--- src/rtl/flag_pkg.sv ---
// flag_pkg: branch-type and condition encodings plus NZCV bit positions
// shared by the branch controller and the fetch unit.
package flag_pkg;
    typedef enum logic [1:0] {BR_NONE, BR_CBZ, BR_CBNZ, BR_BCOND} br_type_e;
    typedef enum logic [3:0] {EQ, NE, CS, CC, MI, PL, VS, VC, HI, LS, GE, LT, GT, LE, AL, NV} cond_e;
    localparam int FLAG_N = 3;
    localparam int FLAG_Z = 2;
    localparam int FLAG_C = 1;
    localparam int FLAG_V = 0;
endpackage

--- src/rtl/cond_eval.sv ---
// cond_eval: combinational ARM condition-code test against an NZCV nibble.
module cond_eval
    import flag_pkg::*;
(
    input  logic [3:0] cond,
    input  logic [3:0] nzcv,
    output logic       pass
);
    logic n, z, c, v, base;
    always_comb begin
        n = nzcv[FLAG_N];
        z = nzcv[FLAG_Z];
        c = nzcv[FLAG_C];
        v = nzcv[FLAG_V];
        case (cond[3:1])
            3'd0:    base = z;
            3'd1:    base = c;
            3'd2:    base = n;
            3'd3:    base = v;
            3'd4:    base = c & ~z;
            3'd5:    base = n == v;
            3'd6:    base = ~z & (n == v);
            default: base = 1'b1;
        endcase
        // Odd codes are the negation of their pair, except NV which is also always-true.
        pass = (cond[0] && cond != NV) ? ~base : base;
    end
endmodule

--- src/rtl/zero_checker.sv ---
// zero_checker: flags an all-zero datapath word, reduced per 64-bit lane.
module zero_checker #(
    parameter int WIDTH = 64
) (
    input  logic [WIDTH-1:0] data,
    output logic             zero
);
    logic [WIDTH/64-1:0] lane_nz;
    for (genvar i = 0; i < WIDTH / 64; i++) begin : g_lane
        assign lane_nz[i] = |data[i*64 +: 64];
    end
    assign zero = ~|lane_nz;
endmodule

--- src/rtl/flag_branch_ctrl.sv ---
// flag_branch_ctrl: 2-stage valid/ready pipe taking ALU results through zero
// detection and NZCV capture, resolving CBZ/CBNZ/B.cond with flag forwarding.
module flag_branch_ctrl
    import flag_pkg::*;
#(
    parameter int         WIDTH    = 64,
    parameter logic [3:0] FLAG_RST = 4'b0
) (
    input  logic             clk,
    input  logic             reset_n,
    input  logic             in_valid,
    output logic             in_ready,
    input  logic [WIDTH-1:0] alu_result,
    input  logic             alu_carry,
    input  logic             alu_overflow,
    input  logic             set_flags,
    input  logic [1:0]       br_type,
    input  logic [3:0]       cond,
    output logic             out_valid,
    input  logic             out_ready,
    output logic             br_taken,
    output logic             is_zero,
    output logic [3:0]       flags
);
    logic             s1_valid_q, s1_valid_d, s2_valid_q, s2_valid_d;
    logic [WIDTH-1:0] s1_result_q, s1_result_d;
    logic             s1_carry_q, s1_carry_d, s1_ovf_q, s1_ovf_d, s1_set_q, s1_set_d;
    br_type_e         s1_br_q, s1_br_d;
    logic [3:0]       s1_cond_q, s1_cond_d;
    logic             s2_set_q, s2_set_d, br_taken_q, br_taken_d, is_zero_q, is_zero_d;
    logic [3:0]       s2_nzcv_q, s2_nzcv_d, flags_q, flags_d;
    logic             s1_load, s2_load, s1_zero, cond_pass;
    logic [3:0]       s1_nzcv, eff_flags;

    zero_checker #(.WIDTH(WIDTH)) u_zero (.data(s1_result_q), .zero(s1_zero));
    cond_eval u_cond (.cond(s1_cond_q), .nzcv(eff_flags), .pass(cond_pass));

    assign in_ready  = ~s2_valid_q | out_ready | ~s1_valid_q;
    assign s1_load   = in_valid & in_ready;
    assign s2_load   = s1_valid_q & (~s2_valid_q | out_ready);
    // Only the op sitting in S2 can be older than the S1 op yet missing from flags_q.
    assign eff_flags = (s2_valid_q & s2_set_q) ? s2_nzcv_q : flags_q;

    always_comb begin
        s1_valid_d  = s1_load | (s1_valid_q & ~s2_load);
        s1_result_d = s1_load ? alu_result : s1_result_q;
        s1_carry_d  = s1_load ? alu_carry : s1_carry_q;
        s1_ovf_d    = s1_load ? alu_overflow : s1_ovf_q;
        s1_set_d    = s1_load ? set_flags : s1_set_q;
        s1_br_d     = s1_load ? br_type_e'(br_type) : s1_br_q;
        s1_cond_d   = s1_load ? cond : s1_cond_q;
        s1_nzcv     = {s1_result_q[WIDTH-1], s1_zero, s1_carry_q, s1_ovf_q};
        s2_valid_d  = s2_load | (s2_valid_q & ~out_ready);
        s2_set_d    = s2_load ? s1_set_q : s2_set_q;
        s2_nzcv_d   = s2_load ? s1_nzcv : s2_nzcv_q;
        is_zero_d   = s2_load ? s1_zero : is_zero_q;
        br_taken_d  = s2_load ? ((s1_br_q == BR_CBZ)  ? s1_zero :
                                 (s1_br_q == BR_CBNZ) ? ~s1_zero :
                                 (s1_br_q == BR_BCOND) & cond_pass) : br_taken_q;
        flags_d     = (s2_valid_q & out_ready & s2_set_q) ? s2_nzcv_q : flags_q;
    end

    always_ff @(posedge clk or negedge reset_n) begin
        if (!reset_n) begin
            s1_valid_q  <= 1'b0;
            s1_result_q <= '0;
            s1_carry_q  <= 1'b0;
            s1_ovf_q    <= 1'b0;
            s1_set_q    <= 1'b0;
            s1_br_q     <= BR_NONE;
            s1_cond_q   <= 4'b0;
            s2_valid_q  <= 1'b0;
            s2_set_q    <= 1'b0;
            s2_nzcv_q   <= 4'b0;
            br_taken_q  <= 1'b0;
            is_zero_q   <= 1'b0;
            flags_q     <= FLAG_RST;
        end else begin
            s1_valid_q  <= s1_valid_d;
            s1_result_q <= s1_result_d;
            s1_carry_q  <= s1_carry_d;
            s1_ovf_q    <= s1_ovf_d;
            s1_set_q    <= s1_set_d;
            s1_br_q     <= s1_br_d;
            s1_cond_q   <= s1_cond_d;
            s2_valid_q  <= s2_valid_d;
            s2_set_q    <= s2_set_d;
            s2_nzcv_q   <= s2_nzcv_d;
            br_taken_q  <= br_taken_d;
            is_zero_q   <= is_zero_d;
            flags_q     <= flags_d;
        end
    end

    assign out_valid = s2_valid_q;
    assign br_taken  = br_taken_q;
    assign is_zero   = is_zero_q;
    assign flags     = flags_q;
endmodule
--- config.mk ---
export PLATFORM = sky130hd
export DESIGN_NAME = flag_branch_ctrl
export DESIGN_NICKNAME = d
export VERILOG_FILES = /design/src/rtl/flag_pkg.sv /design/src/rtl/cond_eval.sv /design/src/rtl/zero_checker.sv /design/src/rtl/flag_branch_ctrl.sv
export SDC_FILE = /design/constraint.sdc
export NUM_CORES = 1
export LEC_CHECK = 0
export CAP_MARGIN = 20
export CORE_UTILIZATION = 44
export DETAILED_ROUTE_END_ITERATION = 16
export GPL_TIMING_DRIVEN = 0
export HOLD_SLACK_MARGIN = 0.05
export PLACE_DENSITY = 0.75
export SYNTH_ARGS = -nofsm -noshare
export SYNTH_HDL_FRONTEND = slang
export SYNTH_SLANG_ARGS = --single-unit
--- constraint.sdc ---
create_clock -name clk -period 1.74 [get_ports clk]
set_input_delay 0.522 -clock clk [delete_from_list [all_inputs] [get_ports clk]]
set_output_delay 0.522 -clock clk [all_outputs]
set_load 0.005 [all_outputs]
=== After elaboration in Yosys (flattened, before gate mapping) ===
Index checks and enable logic that the tools add are counted.
W data, S select, Z words.

* Bits in registers: 86
* Bits of input ports: 77
* Output and inout bits: 8
* Logic and storage cells: 53

* Eq/ne operators: 11
* Multiplexer cells: 5
* Bitwise operators: 20
* Reduce and logical (&&, ||, !) cells: 4

{| class="wikitable"
|+ Operators by type and width
! operator !! number
|-
| $reduce_or A64 Y1 || 1
|-
| $and A1 B1 Y1 || 10
|-
| $eq A3 B3 Y1 const B || 3
|-
| $pmux W1 S7 || 1
|-
| $eq A3 B2 Y1 const B || 2
|-
| $not A1 Y1 || 6
|-
| $eq A2 B2 Y1 const B || 2
|-
| $mux W4 || 1
|-
| $ne A4 B4 Y1 const B || 1
|-
| $or A1 B1 Y1 || 4
|-
| $eq A3 B1 Y1 const B || 1
|-
| $logic_not A3 Y1 || 1
|-
| $mux W1 || 3
|-
| $eq A2 B1 Y1 const B || 1
|-
| $eq A1 B1 Y1 || 1
|-
| $logic_and A1 B1 Y1 || 1
|-
| $logic_not A1 Y1 || 1
|}

=== Logic depth before layout (Yosys ltp) ===
Gate-level depths: netlist (run 1).

* Depth after elaboration: 10
* Depth in mapped cells: 6
* Gate-level depth less buffers: 6

=== By module ===
Synthesis (run 1) repeated with hierarchy kept, for this count alone.

* Cells, all modules: 229
* Area total of the unflattened synthesis: 3,876.2 µm²

{| class="wikitable"
|+ Modules (own cells, without submodules)
! module !! times used !! cells each !! area an instance (µm²) !! sequential area each (µm²)
|-
| flag_branch_ctrl || 1 || 190 || 3,602.2 || 2,127.0
|-
| zero_checker || 1 || 21 || 143.9 || 0.0
|-
| cond_eval || 1 || 18 || 130.1 || 0.0
|}

=== Least setup slack after synthesis (run 1) ===
Ideal clock, no wire load.

* Path type: register -> register
* Start: register s2_valid_q, in the netlist out_valid
* End: register br_taken_q, in the netlist br_taken
* Library setup time: 0.130 ns
* Arrival time: 1.670 ns
* Required time: 1.610 ns
* Setup slack: -0.060 ns
* Stages on the path, launching flop included: 7
* Path buffers: 0
* Period minus slack after synthesis: 1.800 ns
* Path through: dfrtp_1 > and3_2 > a211o_1 > or4b_1 > o211a_1 > o22ai_1 > a211oi_2

* Cells in the longest elaborated chain, start to end: 10
* Elaborated cells between the ends (all ways): 15
* Classes of those cells: eq/ne (1); mux (5); bitwise (9)

{| class="wikitable"
|+ Ends and longest elaborated chain
! what !! line !! text
|-
| start: declaration || flag_branch_ctrl.sv:25 || <nowiki>logic s1_valid_q, s1_valid_d, s2_valid_q, s2_valid_d;</nowiki>
|-
| start signal: assignment || flag_branch_ctrl.sv:86 || <nowiki>s2_valid_q <= s2_valid_d;</nowiki>
|-
| $and A1 B1 Y1 || flag_branch_ctrl.sv:42 || <nowiki>assign eff_flags = (s2_valid_q & s2_set_q) ? s2_nzcv_q : flags_q;</nowiki>
|-
| $mux W4 || flag_branch_ctrl.sv:42 ||
|-
| $eq A1 B1 Y1 / $not A1 Y1 (equally long branches) || cond_eval.sv:21, cond_eval.sv:22, cond_eval.sv:20 ||
|-
| $and A1 B1 Y1, on equally long branches || cond_eval.sv:22, cond_eval.sv:20 ||
|-
| $pmux W1 S7 || cond_eval.sv:15 || <nowiki>case (cond[3:1])</nowiki>
|-
| $not A1 Y1 || cond_eval.sv:26 || <nowiki>pass = (cond[0] && cond != NV) ? ~base : base;</nowiki>
|-
| $mux W1 || cond_eval.sv:26 ||
|-
| $and A1 B1 Y1 || flag_branch_ctrl.sv:59 || <nowiki>(s1_br_q == BR_BCOND) & cond_pass) : br_taken_q;</nowiki>
|-
| $mux W1 || flag_branch_ctrl.sv:58 || <nowiki>(s1_br_q == BR_CBNZ) ? ~s1_zero :</nowiki>
|-
| $mux W1 || flag_branch_ctrl.sv:57 || <nowiki>br_taken_d = s2_load ? ((s1_br_q == BR_CBZ) ? s1_zero :</nowiki>
|-
| end signal: assignment || flag_branch_ctrl.sv:89 || <nowiki>br_taken_q <= br_taken_d;</nowiki>
|-
| end: declaration || flag_branch_ctrl.sv:30 || <nowiki>logic s2_set_q, s2_set_d, br_taken_q, br_taken_d, is_zero_q, is_zero_d;</nowiki>
|}

Several ways; a longest one is shown, not always the timed one.
A chain may end at the register's enable or synchronous reset.

=== Worst setup path in the final report (run 1) ===
* Start: register s1_result_q[52]
* End: register br_taken_q, in the netlist br_taken

* Cells in the longest elaborated chain, start to end: 3
* Elaborated cells between the ends (all ways): 4
* Classes of those cells: mux (2); reduce/logical (2)

{| class="wikitable"
|+ Ends and longest elaborated chain
! what !! line !! text
|-
| start: declaration || flag_branch_ctrl.sv:26 || <nowiki>logic [WIDTH-1:0] s1_result_q, s1_result_d;</nowiki>
|-
| start signal: assignment || flag_branch_ctrl.sv:80 || <nowiki>s1_result_q <= s1_result_d;</nowiki>
|-
| $reduce_or A64 Y1 * || zero_checker.sv:10 || <nowiki>assign lane_nz[i] = |data[i*64 +: 64];</nowiki>
|-
| $mux W1 / $logic_not A1 Y1 (equally long branches) || flag_branch_ctrl.sv:58, zero_checker.sv:12 ||
|-
| $mux W1 * || flag_branch_ctrl.sv:57 ||
|}

Every way passes the cells marked *; elsewhere a longest branch is shown, timed or not.

==> results of run 1 <==
[metal layers]
metal / track usage (%) / wire [um] / vias to the layer above
li1: - / - / 1053
met1: 22.8 / 2940 / 1141
met2: 29.2 / 3440 / 68
met3: 4.71 / 408 / 10
met4: 6.85 / 93 / 0
met5: 0 / 0 / -
[repair_timing]
| action | CTS | global route |
|---|---|---|
| resized for setup | 39 | 10 |
| pin swaps | 5 | 3 |
| endpoints found under the setup margin | 78 | 76 |
| buffers inserted | 5 | 3 |
[worst max-delay path, stage by stage (launching register included)]
cell and delay, ps:
dfrtp_1 390, nor4_1 310, nand4_1 190, nor4_4 360, mux2_4 330, o22ai_2 150
a211oi_2 40
[layout make-up]
type / instances / share of cell area, %
flip-flops and latches: 85 / 43.3
multi-input cells: 135 / 29.1
repair buffers: 93 / 19.1
clock buffers: 10 / 2.60
well taps: 102 / 2.60
plain buffers: 7 / 2.14
clock inverters: 5 / 1.07
[power by group through the flow]
stage / Sequential, uW / Clock (uW) / Combinational [uW]
after global placement: 2540 / 0 / 901
after global routing: 2570 / 1440 / 1150
after CTS: 2510 / 1360 / 1040
final: 2530 / 1330 / 1060
after floorplan: 2490 / 0 / 544
after detailed placement: 2550 / 0 / 934
[through the flow]
step | setup WS (ps) | utilization [%] | total power (uW) | area, sq um
2_1_floorplan | 1.45 | - | 3030 | 3480
3_3_place_gp | -2850 | 57.9 | 3440 | 4450
3_5_place_dp | -673 | 58.2 | 3490 | 4480
4_1_cts | -209 | 62.9 | 4910 | 4840
5_1_grt | -249 | 63.9 | 5170 | 4910
6_report | -163 | 63.9 | 4910 | 4910
[cells by family (layout without fill, tap and decap cells)]
| logic type | after synthesis | after routing |
|---|---|---|
| DFF | 85 | 85 |
| AOI/OAI and AO/OA | 9 | 9 |
| and+or+nand+nor | 37 | 37 |
| xor gates and xnor gates | 2 | 2 |
| buffers and inverters | 7 | 115 |
| muxes | 87 | 87 |
[final timing paths]
check                                startpoint              end  slack [ps]  depth (start not counted)
worst max-delay path            s1_result_q[52]         br_taken        -160                          6
worst min register to register       s1_carry_q     s2_nzcv_q[1]         500                          1
max in group asynchronous               reset_n  s1_result_q[59]        1070                          2
worst min-delay path                    reset_n  s1_result_q[24]          70                          1
worst max register to register  s1_result_q[52]         br_taken        -160                          6
min in group clk                     s1_carry_q     s2_nzcv_q[1]         500                          1
[cells in the mapped netlist, drive strengths merged]
master,count
dfrtp,85
mux2,83
nor4,17
buf,7
nand2,6
nand4,5
mux2i,3
a21oi,2
nand2b,2
a2111oi,1
a211o,1
a211oi,1
a31oi,1
and3,1
and3b,1
mux4,1
nand3,1
nand3b,1
nor3b,1
o211a,1
o221ai,1
o22ai,1
or2b,1
or4b,1
xnor2,1
xor2,1
[flip-flops by register name, summed over array words and instances, names as in the netlist]
signal       flops
s2_nzcv_q        4
s1_br_q          2
s1_carry_q       1
s1_valid_q       1
s1_set_q         1
s1_cond_q        4
out_valid        1
br_taken         1
s1_ovf_q         1
s2_set_q         1
flags            4
s1_result_q     64
==> flow_summary.json, run 1 <==
{
  "status": "finished with violations",
  "violations": "design-rule violations, negative setup slack",
  "grt-ovfl-total": 0,
  "setup_tns_ps": -163,
  "crit_fanout": 2,
  "placementRows": 32,
  "antenna_cells": 0,
  "io_pins": 85,
  "layout.area.seq_sq_mm": 0.00213,
  "synth.mux.area_fraction_pct": 28.5,
  "combPwrFrac_pct": 21.5,
  "io_buffers": 84,
  "synth_nets": 304,
  "setup_viol": 1,
  "finalMaxSlewViolations": 0,
  "synth-adder-area-share_pct": 0,
  "most-common-layout-cells": "dfrtp_1, mux2_2, clkdlybuf4s50_1, clkbuf_8",
  "cts_hold_buf": 0,
  "max_freq_mhz": 525,
  "clock_latency_ps": 340,
  "synth.distinct_cells": 27,
  "wl_per_cell_um": 15.7,
  "nets": 408,
  "ir_drop_v": 0.000564,
  "grtUsageTotal_pct": 17.9,
  "die-height_um": 90.8,
  "ys_warn_count": 0,
  "die_x_um": 90.8,
  "via_per_inst": 5.20,
  "postSynthCellCount": 227,
  "drt-pass1-iter-count": 10,
  "power_density_mw_per_mm2": 1000,
  "p_clk_share_pct": 27.0,
  "grt_start_max_net_pins": 65,
  "fillers": 608,
  "worstPathRequired_ps": 1960,
  "drcViolationCount": 1,
  "p_int_uw": 3650,
  "dieArea_sq_mm": 0.00824,
  "swShare_pct": 25.6,
  "path_class": "reg -> reg",
  "synth-xor-area-share_pct": 0.505,
  "seqPwrFrac_pct": 51.5,
  "syn-cell-area_sq_mm": 0.00347,
  "dp_cells": 414,
  "drive_gt1_share_pct": 39.1,
  "cts-root-buf": "clkbuf_8",
  "yosysTopAreaCell": "dfrtp_1",
  "tightest_slew_ps": 392,
  "cts_buffers": 9,
  "maxCapViolCount": 0,
  "min_path_type": "in -> async",
  "multi_input_area_sq_mm": 0.00143,
  "hold_slack_ps": 66.3,
  "clkTransAtPathRegs_ps": 80,
  "antenna_found_initial": 0,
  "via_count": 2272,
  "report.final.hold_viol_count": 0,
  "setup.worst_path.start_class": "flip-flop",
  "wirelength_um": 6880,
  "synth_area_leaders": "dfrtp_1, mux2_2, nor4_1, buf_2, nand4_1",
  "fin_crit_sh_pct": 109,
  "clock_sinks": 85,
  "layout_setup_ws_ps": -163,
  "gp_congestion": 0.819,
  "final_common_cell": "dfrtp_1",
  "switchingPower_uw": 1260,
  "slew_headroom_pct": 73.2,
  "synth_top_area_share_pct": 61.3,
  "skew_ps": 8.09,
  "start_util_pct": 45.1,
  "final_cells": 437,
  "ys_seq_area_share_pct": 61.3,
  "place_hpwl_um": 4930,
  "grt_pass1_vias": 2404,
  "rsz0062_at_grt": "yes",
  "min_period_ps": 1900,
  "clockBufferDepth": 2,
  "synth-simple-area-share_pct": 6.60,
  "ys_ff_latch": 85,
  "initialDrtViolationCount": 57,
  "cts_tree": "yes",
  "fp.coreArea_sq_mm": 0.00769,
  "p_leak_uw": 0.00206,
  "avgSynthCellArea_sq_um": 15.3,
  "synth_compound_area_share_pct": 2.06,
  "htree_num_levels": 3,
  "area_growth_pct": 41.6,
  "setup.worst_path.end_class": "flip-flop",
  "cp.arrival_ps": 2120,
  "synth_top_family_by_area": "multiplexers",
  "grt_pass1_wl_um": 11500,
  "antenna_left": 0
}
Power figures use the tool's default switching activity.
==> run 2: changes to the inputs <==
--- a/config.mk
+++ b/config.mk
@@ -11,6 +11,7 @@
 export GPL_TIMING_DRIVEN = 0
 export HOLD_SLACK_MARGIN = 0.05
 export PLACE_DENSITY = 0.75
+export RECOVER_POWER = 50
 export SYNTH_ARGS = -nofsm -noshare
 export SYNTH_HDL_FRONTEND = slang
 export SYNTH_SLANG_ARGS = --single-unit
==> flow_summary.json, run 2 (same netlist as run 1, synthesis figures left out) <==
{
  "max_freq_mhz": 528,
  "place_hpwl_um": 4930,
  "postPlaceCellArea_sq_mm": 0.00448,
  "io_buffers": 84,
  "wirelength_um": 6870,
  "area_growth_pct": 41.0,
  "cts_tree": "yes",
  "grt_pass1_vias": 2404,
  "p_leak_uw": 0.00205,
  "dp_slack_ps": -673,
  "maxCapViolCount": 0,
  "setup.worst_path.end_class": "flip-flop",
  "post-route-util_pct": 63.6,
  "rr_worst_depth": 6,
  "cp.arrival_ps": 2120,
  "top_register": "s1_result_q",
  "crit_family": "simple AND/OR/NAND/NOR gates",
  "finalMaxSlewViolations": 0,
  "clkTransAtPathRegs_ps": 80,
  "die-height_um": 90.8,
  "fin_crit_sh_pct": 109,
  "top_usage_layer": "met2",
  "drive_gt1_share_pct": 38.8,
  "stdcell_area_sq_mm": 0.00489,
  "initialDrtViolationCount": 53,
  "die_x_um": 90.8,
  "cpPeakStageDelay_ps": 390,
  "final_cells": 437,
  "largest_reg_flops": 64,
  "most-common-layout-cells": "dfrtp_1, mux2_2, clkdlybuf4s50_1, clkbuf_8, nor4_2",
  "nets": 408,
  "cts_buffers": 9,
  "rsz0062_at_grt": "yes",
  "slowest_stage": "dfrtp_1",
  "worstPathRequired_ps": 1960,
  "report.final.hold_viol_count": 0,
  "grt_pass1_wl_um": 11500,
  "slew_headroom_pct": 21.6,
  "fillers": 613,
  "grtUsageTotal_pct": 17.9,
  "tightest_slew_ps": 1180,
  "violations": "design-rule violations, negative setup slack",
  "io_pins": 85,
  "setup.worst_path.start_class": "flip-flop",
  "met2_usage_pct": 29.2,
  "layout_setup_ws_ps": -155,
  "met3_usage_pct": 4.71,
  "path_cells": "nor4_1 > nand4_1 > nor4_4 > mux2_4 > o22ai_2 > a211oi_2",
  "setup_viol": 1,
  "start_util_pct": 45.1,
  "status": "finished with violations",
  "path_buf_inv": 0,
  "ir_drop_v": 0.000564,
  "path_depth": 6,
  "use_met1_pct": 22.8,
  "antenna_left": 0,
  "clock_latency_ps": 340,
  "setup_tns_ps": -155,
  "dp_cells": 414,
  "min_period_ps": 1890,
  "cts-root-buf": "clkbuf_8",
  "wl_per_cell_um": 15.7,
  "htree_num_levels": 3,
  "clockBufferDepth": 2,
  "drt-pass1-iter-count": 11,
  "crit_fanout": 2,
  "path_class": "reg -> reg",
  "via_count": 2283,
  "drcViolationCount": 1,
  "clock_sinks": 85,
  "gp_congestion": 0.819,
  "placementRows": 32,
  "fp.coreArea_sq_mm": 0.00769,
  "skew_ps": 7.58,
  "antenna_cells": 0,
  "antenna_found_initial": 0,
  "via_per_inst": 5.22,
  "min_path_type": "in -> async",
  "dieArea_sq_mm": 0.00824,
  "final_common_cell": "dfrtp_1",
  "grt_start_max_net_pins": 65,
  "power_density_mw_per_mm2": 1000,
  "grt-ovfl-total": 0
}
## run 2: cell types whose count changed in the layout (fill, tap and decap cells not counted), sizes merged
cell / previous run / this run
buf: 17 / 15
clkbuf: 10 / 12
## run 2: power breakdown
group / switching [uW] / internal [uW]
Sequential: 234 / 2290
Combinational: 347 / 703
Clock: 679 / 650
## run 2: timing repair
action                                  4_1_cts  5_1_grt
pin swaps                                     5        3
cloned                                        0        0
setup buffers                                 5        3
hold buffers                                  0        0
gates resized for setup                      39       10
endpoints found under the setup margin       78       76
## run 2: area by class of cell
type / count / area (sq um) / share of cell area, %
buffer: 7 / 105 / 2.15
clock buffer: 10 / 128 / 2.61
clock inverter: 5 / 52.6 / 1.07
multi-input combinational: 135 / 1430 / 29.3
sequential: 85 / 2130 / 43.5
tap: 102 / 128 / 2.61
timing repair buffer: 93 / 918 / 18.8
## run 2: worst reg2reg max path, delay by kind of cell, from the launching register on
family,cells,cell delay (ps)
AND/OR/NAND/NOR,3,860
flip-flops,1,390
AO/OA/AOI/OAI,2,190
multiplexers,1,330
## run 2: worst paths after layout
| check | startpoint | end | slack (ps) |
|---|---|---|---|
| worst max-delay path | s1_result_q[52] | br_taken | -150 |
| worst min-delay path | reset_n | s1_result_q[24] | 390 |
| worst max register to register | s1_result_q[52] | br_taken | -150 |
| worst min register to register | s1_carry_q | s2_nzcv_q[1] | 500 |
| max in group asynchronous | reset_n | s1_result_q[14] | 190 |
| min in group clk | s1_carry_q | s2_nzcv_q[1] | 500 |
## run 2: metal layers
metal	vias up	wire length, um
met2	63	3490
met1	1160	2890
li1	1050	-
met4	0	93
met5	-	0
met3	10	388
## run 2: per-stage QoR
stage                     hold WS [ps]  total power, uW
after floorplan                    226             3030
after global placement             487             3440
after detailed placement           434             3490
after CTS                         59.8             4910
after global routing               469             5160
final                              394             4910
==> run 3: changes to the inputs <==
--- a/config.mk
+++ b/config.mk
@@ -6,11 +6,13 @@
 export NUM_CORES = 1
 export LEC_CHECK = 0
 export CAP_MARGIN = 20
-export CORE_UTILIZATION = 44
+export CELL_PAD_IN_SITES_DETAIL_PLACEMENT = 0
+export CELL_PAD_IN_SITES_GLOBAL_PLACEMENT = 1
+export CORE_UTILIZATION = 36
 export DETAILED_ROUTE_END_ITERATION = 16
 export GPL_TIMING_DRIVEN = 0
 export HOLD_SLACK_MARGIN = 0.05
-export PLACE_DENSITY = 0.75
+export PLACE_DENSITY_LB_ADDON = 0.1
 export RECOVER_POWER = 50
 export SYNTH_ARGS = -nofsm -noshare
 export SYNTH_HDL_FRONTEND = slang
==> flow_summary.json, run 3 (same netlist as run 1, synthesis figures left out) <==
{
  "setup.worst_path.end_class": "flip-flop",
  "htree_num_levels": 3,
  "wirelength_um": 7360,
  "top_register": "s1_result_q",
  "power_density_mw_per_mm2": 992,
  "drive_gt1_share_pct": 39.8,
  "fin_crit_sh_pct": 111,
  "antenna_cells": 0,
  "status": "finished with violations",
  "clock_sinks": 85,
  "wl_met1_um": 3260,
  "nets": 412,
  "initialDrtViolationCount": 42,
  "io_pins": 85,
  "wl_met2_um": 3690,
  "grt_pass1_wl_um": 12200,
  "antenna_found_initial": 0,
  "slowest_stage": "dfrtp_1",
  "clkTransAtPathRegs_ps": 80,
  "max_freq_mhz": 519,
  "dieArea_sq_mm": 0.0100,
  "cpPeakStageDelay_ps": 410,
  "area_growth_pct": 44.5,
  "wl_per_cell_um": 15.7,
  "drcViolationCount": 0,
  "report.final.hold_viol_count": 0,
  "place_hpwl_um": 5110,
  "final_common_cell": "dfrtp_1",
  "most-common-layout-cells": "dfrtp_1, mux2_2, clkdlybuf4s50_1, clkbuf_8",
  "min_path_type": "in -> async",
  "placementRows": 35,
  "clockBufferDepth": 2,
  "clock_latency_ps": 340,
  "ir_drop_v": 0.000494,
  "cp_common_cell": "nor4_4",
  "min_period_ps": 1930,
  "setup_viol": 16,
  "via_per_inst": 4.84,
  "wl_met3_um": 275,
  "cp.arrival_ps": 2150,
  "fp.coreArea_sq_mm": 0.00928,
  "skew_ps": 12.4,
  "io_buffers": 84,
  "worstPathRequired_ps": 1960,
  "start_util_pct": 37.3,
  "p_leak_uw": 0.00211,
  "largest_reg_flops": 64,
  "grt-ovfl-total": 0,
  "cts_tree": "yes",
  "grt_pass1_vias": 2355,
  "gp_congestion": 0.700,
  "top_layer_used": "met4",
  "rsz0062_at_grt": "yes",
  "slew_headroom_pct": 48.6,
  "grt_start_max_net_pins": 57,
  "finalMaxSlewViolations": 0,
  "path_cells": "nor4_4 > nand4_1 > nor4_4 > mux2_4 > o22ai_2 > a211oi_2",
  "via_count": 2263,
  "post-route-util_pct": 54.0,
  "crit_fanout": 2,
  "path_class": "reg -> reg",
  "hold_slack_ps": 223,
  "violations": "negative setup slack",
  "tightest_slew_ps": 771,
  "antenna_left": 0,
  "maxCapViolCount": 0,
  "drt-pass1-iter-count": 5,
  "crit_path_start": "s1_result_q[44]",
  "die-height_um": 100,
  "setup.worst_path.start_class": "flip-flop",
  "layout_setup_ws_ps": -188,
  "die_x_um": 100,
  "cts-root-buf": "clkbuf_8",
  "grtUsageTotal_pct": 16.2,
  "cts_buffers": 9,
  "reg2reg_from": "s1_result_q[44]"
}
run 3: worst paths after layout:
kind | cells after the start | slack [ps] | endpoint
max in group asynchronous | 2 | 180 | out_valid
max | 6 | -190 | br_taken
min in group clk | 1 | 510 | s1_result_q[55]
min | 1 | 220 | s1_result_q[41]
min reg2reg | 1 | 510 | s1_result_q[55]
max reg2reg | 6 | -190 | br_taken
run 3: metrics by stage:
stage          instance area [sq um]  instances  setup TNS, ps  total power (uW)  worst slack, ps
3_3_place_gp                    4490        440        -311050              3460            -3070
5_1_grt                         5010        468          -4490              5280             -266
4_1_cts                         5020        467           -208              5050             -208
3_5_place_dp                    4510        441         -51560              3490             -713
6_report                        5010        468           -824              4970             -188
2_1_floorplan                   3480        227              0              3030             1.45
run 3: area by class of cell:
| type | count | area, sq um |
|---|---|---|
| Buffer | 7 | 95.1 |
| Clock buffer | 11 | 141 |
| Tap cell | 129 | 161 |
| Timing Repair Buffer | 96 | 1000 |
| Clock inverter | 4 | 48.8 |
| Sequential cell | 85 | 2130 |
| Fill cell | 817 | 4270 |
| Multi-Input combinational cell | 136 | 1440 |
run 3: report_power, final:
part	total, uW	switching [uW]	leakage (uW)	internal [uW]
clock network	1360	669	0.0000992	694
logic	1090	358	0.00101	732
registers	2520	223	0.000994	2290
total	4970	1250	0.00211	3720
run 3: per-layer routing:
metal  up-vias  GRT usage, %
li1       1069             -
met1      1133          21.5
met2        50          26.0
met3        11          3.55
met4         0          6.47
met5         -             0
run 3: repair_timing:
item / in CTS / in global routing
gates resized for setup: 44 / 5
cloned: 4 / 0
setup buffers: 7 / 1
hold buffers: 0 / 0
endpoints found under the setup margin: 80 / 6
pin swaps: 5 / 2
run 3: worst max-delay path: cells and delay by family (launching register included):
family / cells / cell delay [ps]
AND/OR/NAND/NOR: 3 / 850
flip-flops: 1 / 410
AO/OA/AOI/OAI: 2 / 210
multiplexers: 1 / 330
